--- config.mk ---
export PLATFORM = sky130hd
export DESIGN_NAME = nco_word_loader
export DESIGN_NICKNAME = d
export VERILOG_FILES = /design/src/rtl/nco_word_loader_pkg.sv /design/src/rtl/nco_word_loader_timeout_counter.sv /design/src/rtl/nco_word_loader.sv
export SDC_FILE = /design/constraint.sdc
export NUM_CORES = 1
export LEC_CHECK = 0
export BUFFER_PORTS_ARGS = -buffer_cell sky130_fd_sc_hd__buf_2
export CORE_UTILIZATION = 35
export CTS_CLUSTER_DIAMETER = 50
export DETAILED_ROUTE_END_ITERATION = 12
export PLACE_DENSITY_LB_ADDON = 0.12
export SLEW_MARGIN = 10
export SYNTH_ARGS = -nofsm -noshare
export SYNTH_HDL_FRONTEND = slang
export SYNTH_HIERARCHICAL = 1
export SYNTH_SLANG_ARGS = --single-unit
export TNS_END_PERCENT = 10
--- constraint.sdc ---
create_clock -name i_clock -period 3.1 [get_ports i_clock]
set_input_delay 0.62 -clock i_clock [delete_from_list [all_inputs] [get_ports i_clock]]
set_output_delay 0.62 -clock i_clock [all_outputs]
set_load 0.01 [all_outputs]
--- src/rtl/nco_word_loader_pkg.sv ---
// Shared NCO definitions: control word layout and loader state encoding.
// The NCO and the loader both import this package, so the word layout is defined once.
package nco_word_loader_pkg;

   localparam int NCO_WORD_WIDTH  = 27;
   localparam int NCO_WAVESEL_BIT = 26;

   typedef enum logic [1:0] {
      ST_IDLE    = 2'd0,
      ST_COLLECT = 2'd1,
      ST_LATCH   = 2'd2
   } loader_state_t;

endpackage

--- src/rtl/nco_word_loader_timeout_counter.sv ---
// Idle-cycle counter for the byte loader.
// Counts consecutive enabled cycles and saturates at TIMEOUT_CYCLES.
// 'expired' is high during the enabled cycle that completes the timeout window,
// so the owner can act on the same clock edge.
module nco_word_loader_timeout_counter #(
   parameter int TIMEOUT_CYCLES = 1024
) (
   input  logic clk,
   input  logic rst_n,
   input  logic clear,
   input  logic enable,
   output logic expired
);

   localparam int CW = $clog2(TIMEOUT_CYCLES + 1);
   localparam logic [CW-1:0] LIMIT = CW'(TIMEOUT_CYCLES);
   localparam logic [CW-1:0] LAST  = CW'(TIMEOUT_CYCLES - 1);

   logic [CW-1:0] count;

   // Idle counter: cleared on demand, saturating increment while enabled.
   always_ff @(posedge clk or negedge rst_n) begin
      if (!rst_n) begin
         count <= '0;
      end else if (clear) begin
         count <= '0;
      end else if (enable && (count != LIMIT)) begin
         count <= count + CW'(1);
      end
   end

   assign expired = enable && !clear && (count >= LAST);

endmodule

--- src/rtl/nco_word_loader.sv ---
// Assembles MSB-first control bytes into the NCO control word and
// pulses the NCO latch write enable once a full frame has arrived.
//
// Handshake: i_byte is taken on any cycle with i_byte_valid=1 (no backpressure);
// i_frame_start qualifies that byte as byte 0 of a frame. o_word is stable
// whenever o_latch_write_enable is high and holds its value between frames.
module nco_word_loader
   import nco_word_loader_pkg::*;
#(
   parameter int WORD_WIDTH         = NCO_WORD_WIDTH,
   parameter int BYTES_PER_WORD     = 4,
   parameter int LATCH_PULSE_CYCLES = 2,
   parameter int TIMEOUT_CYCLES     = 1024
) (
   input  logic                  i_clock,
   input  logic                  i_reset,
   input  logic [7:0]            i_byte,
   input  logic                  i_byte_valid,
   input  logic                  i_frame_start,
   output logic [WORD_WIDTH-1:0] o_word,
   output logic                  o_latch_write_enable,
   output logic                  o_busy,
   output logic                  o_frame_error,
   output loader_state_t         dbg_state
);

   localparam int SW      = 8 * BYTES_PER_WORD;
   localparam int CNT_W   = $clog2(BYTES_PER_WORD + 1);
   localparam int PULSE_W = $clog2(LATCH_PULSE_CYCLES + 1);
   localparam logic [CNT_W-1:0]   CNT_FULL   = CNT_W'(BYTES_PER_WORD);
   localparam logic [PULSE_W-1:0] PULSE_LAST = PULSE_W'(LATCH_PULSE_CYCLES - 1);

   loader_state_t      state, state_d;
   logic [SW-1:0]      shift_reg, shift_d;
   logic [CNT_W-1:0]   byte_cnt, cnt_d;
   logic [PULSE_W-1:0] pulse_cnt, pulse_d;
   logic               err_d;
   logic               load_word;
   logic               to_clear, to_enable, to_expired;

   // Idle time only accumulates while collecting and no byte arrives.
   assign to_clear  = (state != ST_COLLECT) || i_byte_valid;
   assign to_enable = (state == ST_COLLECT) && !i_byte_valid;

   nco_word_loader_timeout_counter #(
      .TIMEOUT_CYCLES(TIMEOUT_CYCLES)
   ) u_timeout (
      .clk    (i_clock),
      .rst_n  (i_reset),
      .clear  (to_clear),
      .enable (to_enable),
      .expired(to_expired)
   );

   // Next-state, datapath and error decode for the loader FSM.
   always_comb begin
      state_d   = state;
      shift_d   = shift_reg;
      cnt_d     = byte_cnt;
      pulse_d   = pulse_cnt;
      err_d     = 1'b0;
      load_word = 1'b0;
      case (state)
         ST_IDLE: begin
            if (i_byte_valid) begin
               if (i_frame_start) begin
                  shift_d = SW'(i_byte);
                  cnt_d   = CNT_W'(1);
                  state_d = (cnt_d == CNT_FULL) ? ST_LATCH : ST_COLLECT;
               end else begin
                  err_d = 1'b1;  // orphan byte
               end
            end
         end
         ST_COLLECT: begin
            if (i_byte_valid) begin
               if (i_frame_start) begin
                  // A new start simply restarts the frame; not an error.
                  shift_d = SW'(i_byte);
                  cnt_d   = CNT_W'(1);
               end else begin
                  shift_d = (shift_reg << 8) | SW'(i_byte);
                  cnt_d   = (byte_cnt == CNT_FULL) ? byte_cnt : byte_cnt + CNT_W'(1);
               end
               if (cnt_d == CNT_FULL) begin
                  state_d = ST_LATCH;
               end
            end else if (to_expired) begin
               err_d   = 1'b1;  // timeout, partial frame discarded
               state_d = ST_IDLE;
               cnt_d   = '0;
               shift_d = '0;
            end
         end
         ST_LATCH: begin
            if (i_byte_valid) begin
               err_d = 1'b1;  // overrun while latching
            end
            if (pulse_cnt == PULSE_LAST) begin
               state_d = ST_IDLE;
               pulse_d = '0;
               cnt_d   = '0;
            end else begin
               pulse_d = pulse_cnt + PULSE_W'(1);
            end
         end
         default: begin
            state_d = ST_IDLE;
         end
      endcase
      if ((state != ST_LATCH) && (state_d == ST_LATCH)) begin
         pulse_d   = '0;
         load_word = 1'b1;
      end
   end

   // State, datapath and registered outputs; o_word only moves on LATCH entry.
   always_ff @(posedge i_clock or negedge i_reset) begin
      if (!i_reset) begin
         state                <= ST_IDLE;
         shift_reg            <= '0;
         byte_cnt             <= '0;
         pulse_cnt            <= '0;
         o_word               <= '0;
         o_latch_write_enable <= 1'b0;
         o_busy               <= 1'b0;
         o_frame_error        <= 1'b0;
      end else begin
         state                <= state_d;
         shift_reg            <= shift_d;
         byte_cnt             <= cnt_d;
         pulse_cnt            <= pulse_d;
         o_latch_write_enable <= (state_d == ST_LATCH);
         o_busy               <= (state_d != ST_IDLE);
         o_frame_error        <= err_d;
         if (load_word) begin
            o_word <= shift_d[WORD_WIDTH-1:0];
         end
      end
   end

   assign dbg_state = state;

endmodule
==> results.cfg <==
[outcome]
status = finished clean

[logic_synthesis]
yosysTopAreaCellShare_pct = 55.8
synth_top_cell_by_area = dfrtp_1
yosysUniqueCellTypes = 46
synth_compound_area_share_pct = 14.4
synth-seq-cells = 75
syn-cell-area_sq_um = 3360
yosysWarnings = 6
synth-main-ff-cell = dfrtp_1
synth.avg_cell_area_sq_um = 12.7
seq_area_frac_synth_pct = 55.8
async_reset_ff_share_pct = 100
syn_inst = 265
synth_nets = 285
synthSimpleGateAreaFrac_pct = 10.0
synth_top_family_by_area = compound AO/OA/AOI/OAI gates
synth_edf_count = 0
synthMuxAreaShare_pct = 12.9
synthTopCellsByArea = dfrtp_1, mux2_4, a22o_1
synth_xor_xnor_area_share_pct = 0.521
synthAdderAreaFrac_pct = 2.98

[sta]
finalCritPeriodShare_pct = 89.5
fin_crit_ns = 2.78
slew_violations = 0
rsz0062_at_grt = false
hold_viol = 0
setup_viol = 0
fmax_ghz = 0.360
finalSetupTns_ns = 0
slew_headroom_pct = 37.1
worst_pin_slew_ns = 0.943
fin_skew_ns = 0.00986

[drt]
drt_first_pass_iters = 4
drtIter0Drc = 65
drc = 0
finalWirelength_microns = 6640
via_per_inst = 4.85
detailroute.via_count = 2178
postRouteAntennaNets = 0
wire_per_inst_microns = 14.8

[floorplanning]
dieWidth_microns = 100
ios = 44
num_rows = 35
die_h_microns = 100
coreArea_sq_um = 9280
die-area_sq_um = 10000
start_util_pct = 36.2

[setup_path]
crit_path_max_incr_delay_ns = 0.43
critPathLaunch = u_timeout/count[1]$_DFFE_PN0P_
worst_r2r_path_depth = 11
worstReg2RegEnd = o_word[26]$_DFFE_PN0P_
crit_fanout = 14
crit_type = reg -> reg
required_ns = 3.33
r2r_slack_ns = 0.32
critPathCaptureType = flop
arrival_ns = 3.01
worstReg2RegStart = u_timeout/count[1]$_DFFE_PN0P_
start_kind = flop
crit_slowest_cell = dfrtp_1
crit_chain = ha_1 > nand3_1 > a211o_2 > a211oi_2 > nand2b_1 > a21oi_1 > a31oi_1 > a21oi_2 > buf_4 > nand2_4 > mux2_4

[placed_design]
dpl.hpwl_microns = 4220
port_buffers = 43
gp_congestion = 0.819

[global_routing]
grt_first_pass_wirelength_microns = 11300
antenna_found_initial = 0
grt_pass1_vias = 2142
track_usage_pct = 15.0
grt_max_degree = 76
grt_overflow = 0

[power]
swShare_pct = 33.4
p_int_mw = 1.83
p_seq_share_pct = 47.4
ir_worst_vdd_uv = 277
pwr-share-comb_pct = 26.4
total_power_mw = 2.74
pwr_density_cell_nw_per_um2 = 696
pwr-share-clk_pct = 26.3
p_sw_uw = 917
p_leak_nw = 1.99

[final_layout]
layout.nets = 335
fill_cells = 903
antenna_cells = 0
syn_to_final_growth_pct = 17.2
drive_gt1_share_pct = 33.4

[cts]
root_buffer = clkbuf_8
postCtsHoldBufs = 0
clk_latency_ns = 0.35
clock_path_buffers = 2
numCtsBuffers = 9
clkSlewWorstSetupHoldPaths_ns = 0.09
cts_tree = done
clock-sinks = 75
h-tree-depth = 3

[min_path]
hp-class = in -> async

[flow_run]
max_cap_viol_count = 0
what timing repair did:
action | CTS | global route
resized for setup | 2 | 1
buffers inserted | 0 | 2
endpoints found under the setup margin | 10 | 27
pin swaps | 1 | 1
cloned | 1 | 0
synthesized netlist by cell type (2+ instances only):
cell type,n
a21oi_1,13
mux2_4,20
dfrtp_1,75
inv_1,13
and2_1,2
nand4_1,4
clkbuf_1,7
ha_1,8
or4_1,2
o21ai_0,9
xor2_1,2
a22o_1,27
nor2_1,10
mux2_2,11
a31oi_1,2
nor2b_1,7
or3_1,2
a221oi_1,2
buf_6,2
nor4_1,2
nand3_1,3
nand2b_1,5
nand2_1,12
o21a_1,2
a41oi_1,2
layout by cell type (no fill, tap or decap), types with 2 or more instances in the layout:
| cell type | Yosys | layout |
|---|---|---|
| nor2b_1 | 7 | 7 |
| a22o_1 | 27 | 27 |
| inv_1 | 13 | 13 |
| mux2_4 | 20 | 20 |
| xor2_1 | 2 | 2 |
| inv_8 | 0 | 3 |
| o21ai_0 | 9 | 9 |
| clkbuf_8 | 0 | 9 |
| nor2_1 | 10 | 10 |
| nand2_4 | 1 | 2 |
| a221oi_1 | 2 | 2 |
| ha_1 | 8 | 8 |
| dfrtp_1 | 75 | 75 |
| nand2b_1 | 5 | 5 |
| and2_1 | 2 | 2 |
| or3_1 | 2 | 2 |
| mux2_2 | 11 | 11 |
| buf_4 | 1 | 8 |
| or4_1 | 2 | 2 |
| nand4_1 | 4 | 4 |
| buf_2 | 1 | 42 |
| o21a_1 | 2 | 2 |
| a41oi_1 | 2 | 2 |
| a21oi_1 | 13 | 12 |
| nor4_1 | 2 | 2 |
| clkinv_4 | 0 | 2 |
| a31oi_1 | 2 | 2 |
| nand2_1 | 12 | 12 |
| nand3_1 | 3 | 3 |
cell type report:
| cell class | count | area (sq um) | share of cell area [%] |
|---|---|---|---|
| Timing Repair Buffer | 50 | 270 | 6.85 |
| Clock inverter | 7 | 67.6 | 1.71 |
| Sequential cell | 75 | 1880 | 47.6 |
| Clock buffer | 9 | 124 | 3.14 |
| Inverter | 13 | 48.8 | 1.24 |
| Tap cell | 129 | 161 | 4.09 |
| Multi-Input combinational cell | 166 | 1390 | 35.4 |
cells by family (layout without fill, tap and decap cells):
group                      count (synthesis)  after routing
DFF                                       75             75
AOI/OAI and AO/OA                         66             66
and+or+nand+nor                           57             58
muxes                                     32             32
buffers and inverters                     25             79
adders and majority gates                  8              8
xor gates and xnor gates                   2              2
critical path, delay by kind of cell, from the launching register on:
family                   cells  cell delay [ns]
AND/OR/NAND/NOR              3             0.36
adder cells (fa/ha/maj)      1             0.22
AO/OA/AOI/OAI                5             1.16
multiplexers                 1             0.36
flip-flops                   1             0.43
buffers and inverters        1             0.13
how the worst max path moves through the flow:
| stage | endpoint | depth (start not counted) |
|---|---|---|
| floorplan | o_word[0]$_DFFE_PN0P_ | 12 |
| global placement | o_word[3]$_DFFE_PN0P_ | 10 |
| detailed placement | o_word[7]$_DFFE_PN0P_ | 9 |
| CTS | o_word[21]$_DFFE_PN0P_ | 9 |
| global route | o_word[22]$_DFFE_PN0P_ | 10 |
| finish | o_word[26]$_DFFE_PN0P_ | 11 |
metal layers:
metal	GRT usage [%]	routed length, microns	vias up
li1	-	-	1068
met5	0	0	-
met2	21.4	2890	32
met3	3.27	199	11
met4	7.69	143	0
met1	21.3	3410	1067
power by group through the flow:
stage	clock, mW	combinational (mW)	sequential [mW]
6_report	0.721	0.723	1.30
4_1_cts	0.760	0.706	1.30
3_5_place_dp	0	0.688	1.32
5_1_grt	0.797	0.812	1.33
3_3_place_gp	0	0.688	1.32
2_1_floorplan	0	0.480	1.30
stage by stage:
step	worst slack, ns	hold WS (ns)	cells	area, sq um	util [%]
2_1_floorplan	0.162	0.324	265	3360	-
3_3_place_gp	0.0901	0.485	430	3720	40.0
3_5_place_dp	0.0166	0.487	430	3720	40.0
4_1_cts	0.0706	0.441	447	3920	42.3
5_1_grt	0.101	0.487	449	3940	42.5
6_report	0.324	0.393	449	3940	42.5
Power figures use the tool's default switching activity.
